==> src/rtl/alu_pkg.sv <==
// Shared op encodings, width defaults and the legal-op check for the logical/shift execute path.
// The encoding is {sel2,sel1,sel0}; codes 011 and 111 are unassigned.
package alu_pkg;

  localparam int DW_DEFAULT   = 32;
  localparam int SHW_DEFAULT  = 5;
  localparam int TAGW_DEFAULT = 5;

  localparam logic [2:0] OP_AND = 3'b000;
  localparam logic [2:0] OP_OR  = 3'b001;
  localparam logic [2:0] OP_XOR = 3'b010;
  localparam logic [2:0] OP_SLL = 3'b110;
  localparam logic [2:0] OP_SRA = 3'b100;
  localparam logic [2:0] OP_SRL = 3'b101;

  // Both unassigned codes have the low two bits set.
  function automatic logic is_legal_op(input logic [2:0] op);
    return (op[1:0] != 2'b11);
  endfunction

endpackage

==> src/rtl/alu_logical.sv <==
// Combinational logical/shift unit: AND/OR/XOR/SLL/SRA/SRL on in1/in2 with the shift amount in in2[SHW-1:0].
// Zero latency and no flow control. Unassigned select codes produce 0.
module alu_logical
  import alu_pkg::*;
#(
  parameter int DW  = DW_DEFAULT,
  parameter int SHW = SHW_DEFAULT
) (
  input  logic [DW-1:0] in1,
  input  logic [DW-1:0] in2,
  input  logic          sel2,
  input  logic          sel1,
  input  logic          sel0,
  output logic [DW-1:0] out
);

  logic [2:0]     sel;
  logic [SHW-1:0] shamt;

  assign sel   = {sel2, sel1, sel0};
  assign shamt = in2[SHW-1:0];

  always_comb begin
    out = '0;
    case (sel)
      OP_AND:  out = in1 & in2;
      OP_OR:   out = in1 | in2;
      OP_XOR:  out = in1 ^ in2;
      OP_SLL:  out = in1 << shamt;
      OP_SRL:  out = in1 >> shamt;
      OP_SRA:  out = $signed(in1) >>> shamt;
      default: out = '0;
    endcase
  end

endmodule

==> src/rtl/alu_exec_stage.sv <==
// Two-register execute stage (OP -> alu_logical -> RES); 2-cycle latency, 1 op/cycle, holds up to 2 ops.
// out_ready low freezes RES and fills OP, then in_ready drops. Optional out_err via ALU_EXEC_ILLEGAL_OP_EN.
module alu_exec_stage
  import alu_pkg::*;
#(
  parameter int DW   = DW_DEFAULT,
  parameter int SHW  = SHW_DEFAULT,
  parameter int TAGW = TAGW_DEFAULT
) (
  input  logic            clk,
  input  logic            rst_n,
  input  logic            in_valid,
  output logic            in_ready,
  input  logic [2:0]      in_op,
  input  logic [DW-1:0]   in_a,
  input  logic [DW-1:0]   in_b,
  input  logic [TAGW-1:0] in_tag,
  output logic            out_valid,
  input  logic            out_ready,
  output logic [DW-1:0]   out_result,
  output logic [TAGW-1:0] out_tag,
`ifdef ALU_EXEC_ILLEGAL_OP_EN
  output logic            out_err,
`endif
  output logic            busy
);

  typedef struct packed {
    logic [2:0]      op;
    logic [DW-1:0]   a;
    logic [DW-1:0]   b;
    logic [TAGW-1:0] tag;
  } op_stage_t;

  op_stage_t       op_q;
  logic            op_vld;
  logic            res_vld;
  logic [DW-1:0]   res_result;
  logic [TAGW-1:0] res_tag;
  logic [DW-1:0]   alu_out;
  logic [DW-1:0]   res_nxt;
  logic            res_take;
  logic            op_adv;
  logic            in_xfer;

  // RES can take a new result when empty or draining this cycle.
  assign res_take = !res_vld || out_ready;
  assign op_adv   = op_vld && res_take;
  assign in_ready = !op_vld || res_take;
  assign in_xfer  = in_valid && in_ready;

  always_ff @(posedge clk or negedge rst_n) begin
    if (!rst_n) begin
      op_vld <= 1'b0;
      op_q   <= '0;
    end else if (in_xfer) begin
      op_vld <= 1'b1;
      op_q   <= '{op: in_op, a: in_a, b: in_b, tag: in_tag};
    end else if (op_adv) begin
      op_vld <= 1'b0;
    end
  end

  alu_logical #(
    .DW  (DW),
    .SHW (SHW)
  ) alu_logical_0 (
    .in1  (op_q.a),
    .in2  (op_q.b),
    .sel2 (op_q.op[2]),
    .sel1 (op_q.op[1]),
    .sel0 (op_q.op[0]),
    .out  (alu_out)
  );

`ifdef ALU_EXEC_ILLEGAL_OP_EN
  logic op_legal;
  logic res_err;

  assign op_legal = is_legal_op(op_q.op);
  assign res_nxt  = op_legal ? alu_out : '0;

  always_ff @(posedge clk or negedge rst_n) begin
    if (!rst_n) begin
      res_err <= 1'b0;
    end else if (op_adv) begin
      res_err <= !op_legal;
    end
  end

  assign out_err = res_err;
`else
  assign res_nxt = alu_out;
`endif

  always_ff @(posedge clk or negedge rst_n) begin
    if (!rst_n) begin
      res_vld    <= 1'b0;
      res_result <= '0;
      res_tag    <= '0;
    end else if (op_adv) begin
      res_vld    <= 1'b1;
      res_result <= res_nxt;
      res_tag    <= op_q.tag;
    end else if (out_ready) begin
      res_vld    <= 1'b0;
    end
  end

  assign out_valid  = res_vld;
  assign out_result = res_result;
  assign out_tag    = res_tag;
  assign busy       = op_vld || res_vld;

endmodule

==> config.mk <==
export PLATFORM = sky130hd
export DESIGN_NAME = alu_exec_stage
export DESIGN_NICKNAME = d
export VERILOG_FILES = /design/src/rtl/alu_pkg.sv /design/src/rtl/alu_logical.sv /design/src/rtl/alu_exec_stage.sv
export SDC_FILE = /design/constraint.sdc
export NUM_CORES = 1
export LEC_CHECK = 0
export CAP_MARGIN = 20
export CELL_PAD_IN_SITES_DETAIL_PLACEMENT = 1
export CELL_PAD_IN_SITES_GLOBAL_PLACEMENT = 1
export CORE_MARGIN = 2
export CORE_UTILIZATION = 40
export CTS_CLUSTER_SIZE = 40
export DETAILED_ROUTE_END_ITERATION = 12
export HOLD_SLACK_MARGIN = 0.06
export PLACE_DENSITY_LB_ADDON = 0.1
export SYNTH_ARGS = -nofsm -noshare
export SYNTH_HDL_FRONTEND = slang
export SYNTH_SLANG_ARGS = --single-unit
==> constraint.sdc <==
create_clock -name clk -period 5.5 [get_ports clk]
set_input_delay 1.1 -clock clk [delete_from_list [all_inputs] [get_ports clk]]
set_output_delay 1.1 -clock clk [all_outputs]
set_load 0.05 [all_outputs]
==> Word level (Yosys, flattened, before mapping) <==
Index checks and enable logic that the tools add are counted.
Widths: inputs -> output; s select.
{ "op_classes": {"bitwise_logic": 3, "shifts": 3, "n_reduce_logical": 10, "n_mux": 5, "n_eq_ne": 5} }
{ "op_table": {"columns": ["cell", "count"], "rows": [
  ["$pmux 32 s6", 1],
  ["$and 32x32->32", 1],
  ["$or 32x32->32", 1],
  ["$shl 32x5->32", 1],
  ["$shr 32x5->32", 1],
  ["$sshr 32x5->32", 1],
  ["$xor 32x32->32", 1],
  ["$eq 3x3->1 const B", 3],
  ["$mux 1", 4],
  ["$reduce_bool 2->1", 2],
  ["$eq 3x1->1 const B", 1],
  ["$eq 3x2->1 const B", 1],
  ["$logic_not 3->1", 1],
  ["$logic_or 1x1->1", 3],
  ["$logic_and 1x1->1", 2],
  ["$logic_not 1->1", 2]
]} }
{ "totals": {"elab_cells": 34, "regBits": 111, "in_bits": 76, "out_inout_bits": 40} }

==> Logic depth before layout (Yosys ltp) <==
Gate-level depths: netlist of run 1.
{ "depth": {"word_depth": 5, "depth_mapped": 12} }

==> Hierarchy <==
Synthesis of run 1 repeated with hierarchy kept, for this count alone.
{ "hier_totals": {"cells_unflattened": 1031, "area_unflattened_um2": 10174.8} }
{ "by_module_without_submodules": {"columns": ["mod", "seq_area_each_um2", "n_inst", "area_each_um2", "cells_per_inst"], "rows": [
  ["alu_logical", 0.0, 1, 6003.3, 794],
  ["alu_exec_stage", 2777.7, 1, 4171.5, 237]
]} }

==> Worst setup path after synthesis of run 1 <==
No wires, ideal clock.
{ "synth_timing": {"path_kind": "input-to-reg", "start": "in out_ready", "end": "reg op_q[0] (netlist bit)", "setup_ps": 125, "t_required_ps": 5375, "slack_ps": 2649, "arrival_ps": 2726, "stages": 4, "n_path_buf": 1, "path_cell_list": "nand3b_1 > nand2_1 > clkbuf_1 > mux2_2"} }
{ "synth_via": {"elab_chain_len": 3} }
{ "synth_rtl": {"columns": ["item", "line_no", "rtl"], "rows": [
  ["from (decl)", "alu_exec_stage.sv:19", "input logic out_ready,"],
  ["$logic_or 1x1->1", "alu_exec_stage.sv:47", "assign res_take = !res_vld || out_ready;"],
  ["$logic_or 1x1->1", "alu_exec_stage.sv:49", "assign in_ready = !op_vld || res_take;"],
  ["$logic_and 1x1->1", "alu_exec_stage.sv:50", "assign in_xfer = in_valid && in_ready;"],
  ["to (signal assigned)", "alu_exec_stage.sv:58", "op_q <= '{op: in_op, a: in_a, b: in_b, tag: in_tag};"],
  ["to (decl)", "alu_exec_stage.sv:35", "op_stage_t op_q;"]
]} }
No other way between the ends.
A chain may end at the register's enable or synchronous reset.

==> Worst setup path after layout of run 1 <==
{ "layout_timing": {"start": "in out_ready", "end": "out in_ready"} }
{ "layout_via": {"elab_chain_len": 2} }
{ "layout_rtl": {"columns": ["item", "line_no", "rtl"], "rows": [
  ["$logic_or 1x1->1", "alu_exec_stage.sv:47", null],
  ["$logic_or 1x1->1", "alu_exec_stage.sv:49", null],
  ["to (decl)", "alu_exec_stage.sv:13", "output logic in_ready,"]
]} }
No other way between the ends.

==> results of run 1 <==
## stage by stage
step / util [%] / worst slack, ns / std cells
after floorplan: - / 2.649 / 1034
after global placement: 46.07 / 1.805 / 1401
after detailed placement: 46.07 / 1.800 / 1401
after CTS: 47.27 / 1.797 / 1417
after global routing: 47.27 / 1.742 / 1417
final: 47.27 / 1.805 / 1417
## area by class of cell
type | count | area (um2) | area share [%]
clock buffers | 10 | 229.0 | 1.998
clock inverters | 6 | 62.56 | 0.5458
inverters | 69 | 259.0 | 2.260
multi-input cells | 760 | 6382 | 55.68
flip-flops and latches | 111 | 2785 | 24.30
well taps | 324 | 405.4 | 3.537
repair buffers | 137 | 1339 | 11.68
## routing by layer
metal | routed length, um | GRT usage (%) | share of wire, % | vias to the layer above
li1 | - | - | - | 3937
met1 | 17330 | 43.45 | 45 | 4564
met2 | 17500 | 46.10 | 45 | 321
met3 | 2912 | 6.959 | 7.6 | 44
met4 | 775 | 6.940 | 2.0 | 0
met5 | 0 | 0 | 0 | -
## logic make-up (layout without fill, tap and decap cells)
family | count (synthesis) | in the layout
adder cells (fa/ha/maj) | 66 | 66
flip-flops | 111 | 111
multiplexers | 185 | 185
AO/OA/AOI/OAI | 274 | 274
AND/OR/NAND/NOR | 235 | 235
buffers and inverters | 163 | 222
## Yosys cell counts (17+ instances only)
cell type,count,area [um2]
mux4_2,52,1171
mux2_2,89,1002
a211oi_1,37,277.8
mux2i_1,42,420.4
ha_1,66,825.8
clkbuf_1,47,176.4
buf_2,22,110.1
o21ai_0,22,110.1
nor2_1,89,334.1
o221ai_1,17,148.9
dfrtp_1,111,2778
a21oi_1,70,350.3
inv_1,65,244.0
nand2_1,82,307.8
## how the worst min path moves through the flow
stage	to	slack (ns)	cells past startpoint
after floorplan	out_tag[0]	0.47	1
after global placement	out_result[8]	0.46	1
after detailed placement	out_result[8]	0.47	1
after CTS	out_result[8]	0.49	1
after global routing	out_result[8]	0.52	1
final	out_result[8]	0.48	1
## critical path, stage by stage
cell and delay, ns:
clkdlybuf4s50_1 0.46, nand3b_1 0.19, clkdlybuf4s50_1 0.83
## registers in the layout, summed over array words and instances, names as in the netlist
signal	flops
op_q	72
out_result	32
out_tag	5
op_vld	1
out_valid	1
## power breakdown
part | internal (uW) | total, uW | switching, uW
Combinational | 854 | 2200 | 1340
Sequential | 977 | 1260 | 281
Clock | 322 | 688 | 367
Total | 2150 | 4140 | 1990
## cells in the final DEF (no fill, tap or decap), types with 15 or more instances in the layout
master           count
a211oi_1            37
mux4_2              52
o221ai_1            17
ha_1                66
mux2i_1             42
inv_1               64
o21ai_1             16
dfrtp_1            107
mux2_2              89
a22oi_1             15
a21oi_1             70
clkdlybuf4s50_1    114
o21ai_0             22
nor2_1              89
buf_4               21
nand2_1             81
o211ai_1            15
==> results.yml, run 1 <==
synth:
  yosys-mux-area-fraction_pct: 26.73
  ys_async_sr_fraction_pct: 100.0
  seq_area_frac_synth_pct: 28.18
  syn_avg_cell_area_um2: 9.533
  synth_simple_gate_area_share_pct: 10.56
  synth_xor_area_share_pct: 0
  synth_area_um2: 9857
  yosys.area_share.adder_pct: 8.378
  yosys_warnings: 0
  synth-seq-cells: 111
  syn_nets: 1176
  synth_flop_cell: "dfrtp_1"
  syn_inst: 1034
  synth_compound_area_share_pct: 18.93
  synth_edf_count: 0
  synth_top_family_by_area: "multiplexers"
  ys_types: 66
worst_setup_path:
  cp-end-kind: "output port"
  setup.worst_path.start: "out_ready"
  cp_data_arrival_time_ns: 2.59
  cp.required_ns: 4.40
  reg2regPathDepth: 7
  r2r_setup_slack_ns: 2.26
  rr_startpoint: "op_q[6]"
  criticalPathCategory: "in -> out"
  crit_fanout: 3
  cp-endpoint: "in_ready"
  r2r_end: "out_result[25]"
  start_kind: "input port"
grt:
  grt_max_degree: 67
  antenna_found_initial: 1
  grt.total_usage_pct: 30.12
  grt_pass1_wl_um: 58370
  grt_pass1_vias: 8896
  grt_overflow: 0
cells_and_area:
  fin_area_um2: 11460
  areaGrowthSynthToFinish_pct: 16.29
  antenna_cells: 0
  n_fill_cell: 2748
  fin_nets: 1230
  layout-drive-gt1-share_pct: 17.66
clock_network:
  clkSinkCount: 111
  cts_root_buf: "clkbuf_16"
  cts_resized: 0
  post-cts-setup-buffers: 0
  clkLatencyLatePin_ns: 0.37
  path_clk_slew_ns: 0.09
  cts_inserted_buffers: 9
  cts_buffer_depth: 2
  cts_tree: "done"
  cts_hold_buf: 0
  htree_num_levels: 3
power_and_ir_drop:
  ir_worst_vdd_uv: 147.7
  finalPower_uw: 4144
  power.static_leakage_uw: 0.004758
  powerDensity_nw_per_um2: 361.5
floorplan:
  io_pins: 116
  core_area_um2: 24250
  rows: 57
  die_width_um: 161.0
  die_h_um: 161.0
  initial_utilization_pct: 40.65
  die_area_um2: 25910
status:
  status: "finished, final reports clean"
sta:
  slew_headroom_pct: 33.39
  max_freq_mhz: 270.7
  fin_crit_sh_pct: 67.18
  slew_violations: 0
  finalClockSkew_ns: 0.007176
  final.min_clock_period_ns: 3.695
  finalSetupViolations: 0
  rsz0062_at_grt: "no"
  whs_ns: 0.4818
  hold_viol: 0
  tns_ns: 0
  tightest_slew_ns: 0.9954
routing:
  firstDrtPassIters: 6
  wl_um: 38520
  avgViaCountPerCell: 6.257
  drc: 0
  drt-initial-drc-count: 892
  postRouteAntennaNets: 0
  post_drt_wl_per_cell_um: 27.18
  vias: 8866
placement:
  placed_area_um2: 11170
  dp_hpwl_um: 28860
  portBuffers: 115
  gp_congestion: 0.9630
worst_hold_path:
  hp-class: "reg -> reg"
  hold_start: "out_result[8]"
flow_run:
  cap_violations: 0
Power figures use the tool's default switching activity.
==> run 2: changes to the inputs <==
clock period = 3 ns   (was 5.5 ns; I/O delays follow)
==> run 2 against run 1 <==
Net effect:
- first-iteration DRC count is 6.8% higher
- die area stayed put
- critical path type is now reg -> reg
- via count is 6.2% higher
- global-route usage is 3.2 points higher
- register-to-register slack worse by 2.1 ns
- core utilization is 2.8 points higher
- sequential power is 76% higher
- cell count is 5.5% higher
==> results.yml, run 2 (synthesized netlist as in run 1, its figures left out) <==
routing:
  wl_um: 42570
  vias: 9413
  avgViaCountPerCell: 6.296
  post_drt_wl_per_cell_um: 28.47
  drc: 0
  drt-initial-drc-count: 953
  postRouteAntennaNets: 0
  firstDrtPassIters: 7
sta:
  fin_crit_sh_pct: 95.71
  tightest_slew_ns: 0.6914
  hold_viol: 0
  slew_violations: 0
  max_freq_mhz: 348.3
  slew_headroom_pct: 53.76
  final.min_clock_period_ns: 2.871
  finalSetupViolations: 0
  rsz0062_at_grt: "no"
  finalClockSkew_ns: 0.01245
  tns_ns: 0
cells_and_area:
  layout-drive-gt1-share_pct: 23.23
  final_common_cell: "clkdlybuf4s50_1"
  largest_reg_flops: 72
  areaGrowthSynthToFinish_pct: 23.17
  n_fill_cell: 2714
  fin_nets: 1308
  layout.cells.non_filler: 1495
  largest_register: "op_q"
  antenna_cells: 0
  layout_common_cells: "clkdlybuf4s50_1, dfrtp_1, buf_4"
  fin_area_um2: 12140
power_and_ir_drop:
  powerDensity_nw_per_um2: 661.2
  swShare_pct: 47.10
  power.static_leakage_uw: 0.005169
  ir_worst_vdd_uv: 314.6
  p_comb_share_pct: 56.0
  pwr-share-seq_pct: 27.6
  internal_power_uw: 4247
  power_switching_uw: 3781
  p_clk_share_pct: 16.4
worst_setup_path:
  rr_startpoint: "op_q[6]"
  setup.worst_path.start: "op_q[6]"
  cp.required_ns: 3.25
  cp_data_arrival_time_ns: 3.12
  criticalPathCategory: "reg -> reg"
  cp-end-kind: "flip-flop"
  start_kind: "flip-flop"
  crit_fanout: 33
floorplan:
  die_h_um: 161.0
  initial_utilization_pct: 40.65
  rows: 57
  io_pins: 116
  die_area_um2: 25910
  core_area_um2: 24250
  die_width_um: 161.0
clock_network:
  path_clk_slew_ns: 0.09
  clkLatencyLatePin_ns: 0.37
  cts_buffer_depth: 2
  cts_tree: "done"
  cts_hold_buf: 0
  clkSinkCount: 111
  htree_num_levels: 3
  post-cts-setup-buffers: 0
  cts_root_buf: "clkbuf_16"
  cts_inserted_buffers: 9
  cts_resized: 0
status:
  status: "finished, final reports clean"
grt:
  grt_pass1_wl_um: 64400
  grt.total_usage_pct: 33.34
  grt_pass1_vias: 9578
  grt_max_degree: 58
  grt_overflow: 0
  antenna_found_initial: 0
flow_run:
  cap_violations: 0
placement:
  gp_congestion: 1.026
  placed_area_um2: 11840
  dp_hpwl_um: 33270
  portBuffers: 115
  placed_cells: 1479
worst_hold_path:
  hp-class: "in -> async"
-- run 2: worst max-delay path, cell delays in order, from the launching register on --
cell	delay, ns
dfrtp_4	0.69
buf_12	0.28
mux4_2	0.55
mux2i_1	0.36
nor2_1	0.11
nor4_1	0.32
a21oi_1	0.08
a221o_1	0.35
-- run 2: routing by layer --
| metal | GRT usage (%) | share of wire (%) | vias to the layer above |
|---|---|---|---|
| li1 | - | - | 4091 |
| met1 | 46.43 | 43 | 4735 |
| met2 | 51.39 | 45 | 499 |
| met3 | 6.985 | 8.6 | 88 |
| met4 | 12.18 | 3.8 | 0 |
| met5 | 0 | 0 | - |
-- run 2: power by group through the flow --
stage / logic (uW) / clock network [uW] / registers [uW]
CTS: 4430 / 1350 / 2210
global placement: 4370 / 0 / 2230
finish: 4500 / 1310 / 2220
detailed placement: 4410 / 0 / 2250
floorplan: 2230 / 0 / 2580
global route: 4750 / 1390 / 2270
-- run 2: worst paths after layout --
| check | endpoint | slack, ns | cells after the start |
|---|---|---|---|
| max | out_result[9] | 0.13 | 7 |
| min | op_vld | 0.10 | 1 |
| max reg2reg | out_result[9] | 0.13 | 7 |
| min reg2reg | out_result[0] | 0.49 | 2 |
| max in group asynchronous | op_q[5] | 1.99 | 2 |
| min in group clk | out_result[0] | 0.49 | 2 |
-- run 2: area by class of cell --
| type | count | area (um2) | share of cell area (%) |
|---|---|---|---|
| multi-input combinational | 760 | 6377 | 52.53 |
| sequential | 111 | 2785 | 22.94 |
| clock buffer | 10 | 229.0 | 1.886 |
| timing repair buffer | 215 | 2009 | 16.55 |
| inverter | 69 | 259.0 | 2.133 |
| clock inverter | 6 | 75.07 | 0.6184 |
| tap | 324 | 405.4 | 3.339 |
-- run 2: metrics by stage --
stage          hold slack, ns  util [%]  setup slack (ns)  total power [uW]
3_5_place_dp           0.4738     48.81            0.2140              6656
6_report               0.1012     50.07            0.1286              8027
4_1_cts               0.09995     50.07            0.2044              7994
2_1_floorplan          0.3044         -            0.5578              4805
5_1_grt                0.1052     50.07           0.04218              8398
3_3_place_gp           0.4685     48.81            0.2157              6598
==> run 3: changes to the inputs <==
clock period = 3.5 ns   (was 3 ns; I/O delays follow)
==> run 3 against run 2 <==
Net effect:
- power decreased by 18%
- clock power decreased by 21%
- routed wire length decreased by 8.8%
- count of clock-buffer cells in the layout unchanged
- combinational power decreased by 19%
- sequential share of layout area increased by 0.80 points
- critical path depth decreased by 1
- register-to-register slack improved by 0.30 ns
- setup slack improved by 0.30 ns
- cell count decreased by 3.0%
- non-clock buffer count decreased by 45
- largest cell class unchanged
- largest power group unchanged
==> results.yml, run 3 (synthesized netlist as in run 1, its figures left out) <==
placement:
  gp_congestion: 0.9864
  placed_cells: 1434
  portBuffers: 115
  dp_hpwl_um: 29730
floorplan:
  die_width_um: 161.0
  core_area_um2: 24250
  die_h_um: 161.0
  die_area_um2: 25910
  rows: 57
  initial_utilization_pct: 40.65
  io_pins: 116
clock_network:
  cts_resized: 0
  clkLatencyLatePin_ns: 0.37
  cts_inserted_buffers: 9
  cts_buffer_depth: 2
  htree_num_levels: 3
  cts_tree: "done"
  cts_root_buf: "clkbuf_16"
  clkSinkCount: 111
  cts_hold_buf: 0
  post-cts-setup-buffers: 0
  path_clk_slew_ns: 0.08
sta:
  max_freq_mhz: 325.2
  hold_viol: 0
  tns_ns: 0
  rsz0062_at_grt: "no"
  slew_violations: 0
  slew_headroom_pct: 52.63
  finalClockSkew_ns: 0.01223
  tightest_slew_ns: 0.7105
  fin_crit_sh_pct: 87.87
  finalSetupViolations: 0
  final.min_clock_period_ns: 3.075
cells_and_area:
  largest_register: "op_q"
  n_fill_cell: 2709
  largest_reg_flops: 72
  antenna_cells: 0
  areaGrowthSynthToFinish_pct: 19.02
  layout.cells.non_filler: 1450
  multi_input_area_um2: 6377
  final_common_cell: "clkdlybuf4s50_1"
  layout_common_cells: "clkdlybuf4s50_1, dfrtp_1, nor2_1, mux2_2, nand2_1"
  fin_nets: 1263
  seq_area_um2: 2785
  layout-drive-gt1-share_pct: 20.07
grt:
  grt.total_usage_pct: 30.36
  grt_pass1_vias: 9204
  grt_max_degree: 58
  antenna_found_initial: 0
  grt_overflow: 0
  grt_pass1_wl_um: 59130
worst_setup_path:
  start_kind: "flip-flop"
  crit_fanout: 35
  criticalPathCategory: "reg -> reg"
  cp-end-kind: "flip-flop"
  cp_data_arrival_time_ns: 3.33
  cp.required_ns: 3.75
routing:
  drc: 0
  postRouteAntennaNets: 0
  drt-initial-drc-count: 846
  firstDrtPassIters: 8
  post_drt_wl_per_cell_um: 26.78
  vias: 9117
  wl_um: 38830
  avgViaCountPerCell: 6.288
status:
  status: "finished, final reports clean"
flow_run:
  cap_violations: 0
power_and_ir_drop:
  powerDensity_nw_per_um2: 561.3
  ir_worst_vdd_uv: 218.9
  power.static_leakage_uw: 0.004928
worst_hold_path:
  hp-class: "in -> async"
-- run 3: per-stage QoR --
stage	hold WS [ns]	area, um2	utilization, %	worst slack, ns	power [uW]
after floorplan	0.4044	9857	-	1.049	4118
after global placement	0.4700	11450	47.22	0.5652	5431
after detailed placement	0.4800	11450	47.22	0.5207	5488
after CTS	0.1295	11730	48.38	0.4985	6551
after global routing	0.1344	11730	48.38	0.3883	6910
final	0.1365	11730	48.38	0.4247	6584
-- run 3: critical path: stages, from the launching register on --
cell	delay, ns
dfrtp_2	0.83
buf_4	0.29
mux4_2	0.37
mux2_4	0.32
a311oi_2	0.49
o221ai_1	0.29
a221o_1	0.37
-- run 3: area by class of cell --
cell class / instances / share of cell area (%)
timing repair buffer: 170 / 13.84
clock inverter: 6 / 0.4373
clock buffer: 10 / 1.952
tap: 324 / 3.456
sequential: 111 / 23.74
multi-input combinational: 760 / 54.36
inverter: 69 / 2.208
-- run 3: power breakdown --
| group | internal (uW) | leakage, uW | switching, uW |
|---|---|---|---|
| sequential | 1540 | 0.00134 | 368 |
| clock | 497 | 0.000139 | 544 |
| combinational | 1410 | 0.00345 | 2230 |
| total | 3440 | 0.00493 | 3140 |
-- run 3: path summary, 6_finish.rpt --
kind	slack [ns]	endpoint	cells after the start	from
worst max-delay path	0.42	out_result[25]	6	op_q[7]
worst min register to register	0.49	out_result[13]	2	out_result[13]
max in group asynchronous	2.53	op_q[59]	2	rst_n
min in group clk	0.49	out_result[13]	2	out_result[13]
worst min-delay path	0.14	op_vld	1	rst_n
worst max register to register	0.42	out_result[25]	6	op_q[7]
-- run 3: per-layer routing --
layer  share of wire, %  GRT usage, %
met1                 44         42.58
met2                 45         46.61
met3                7.2         5.342
met4                3.9         12.38
met5                  0             0
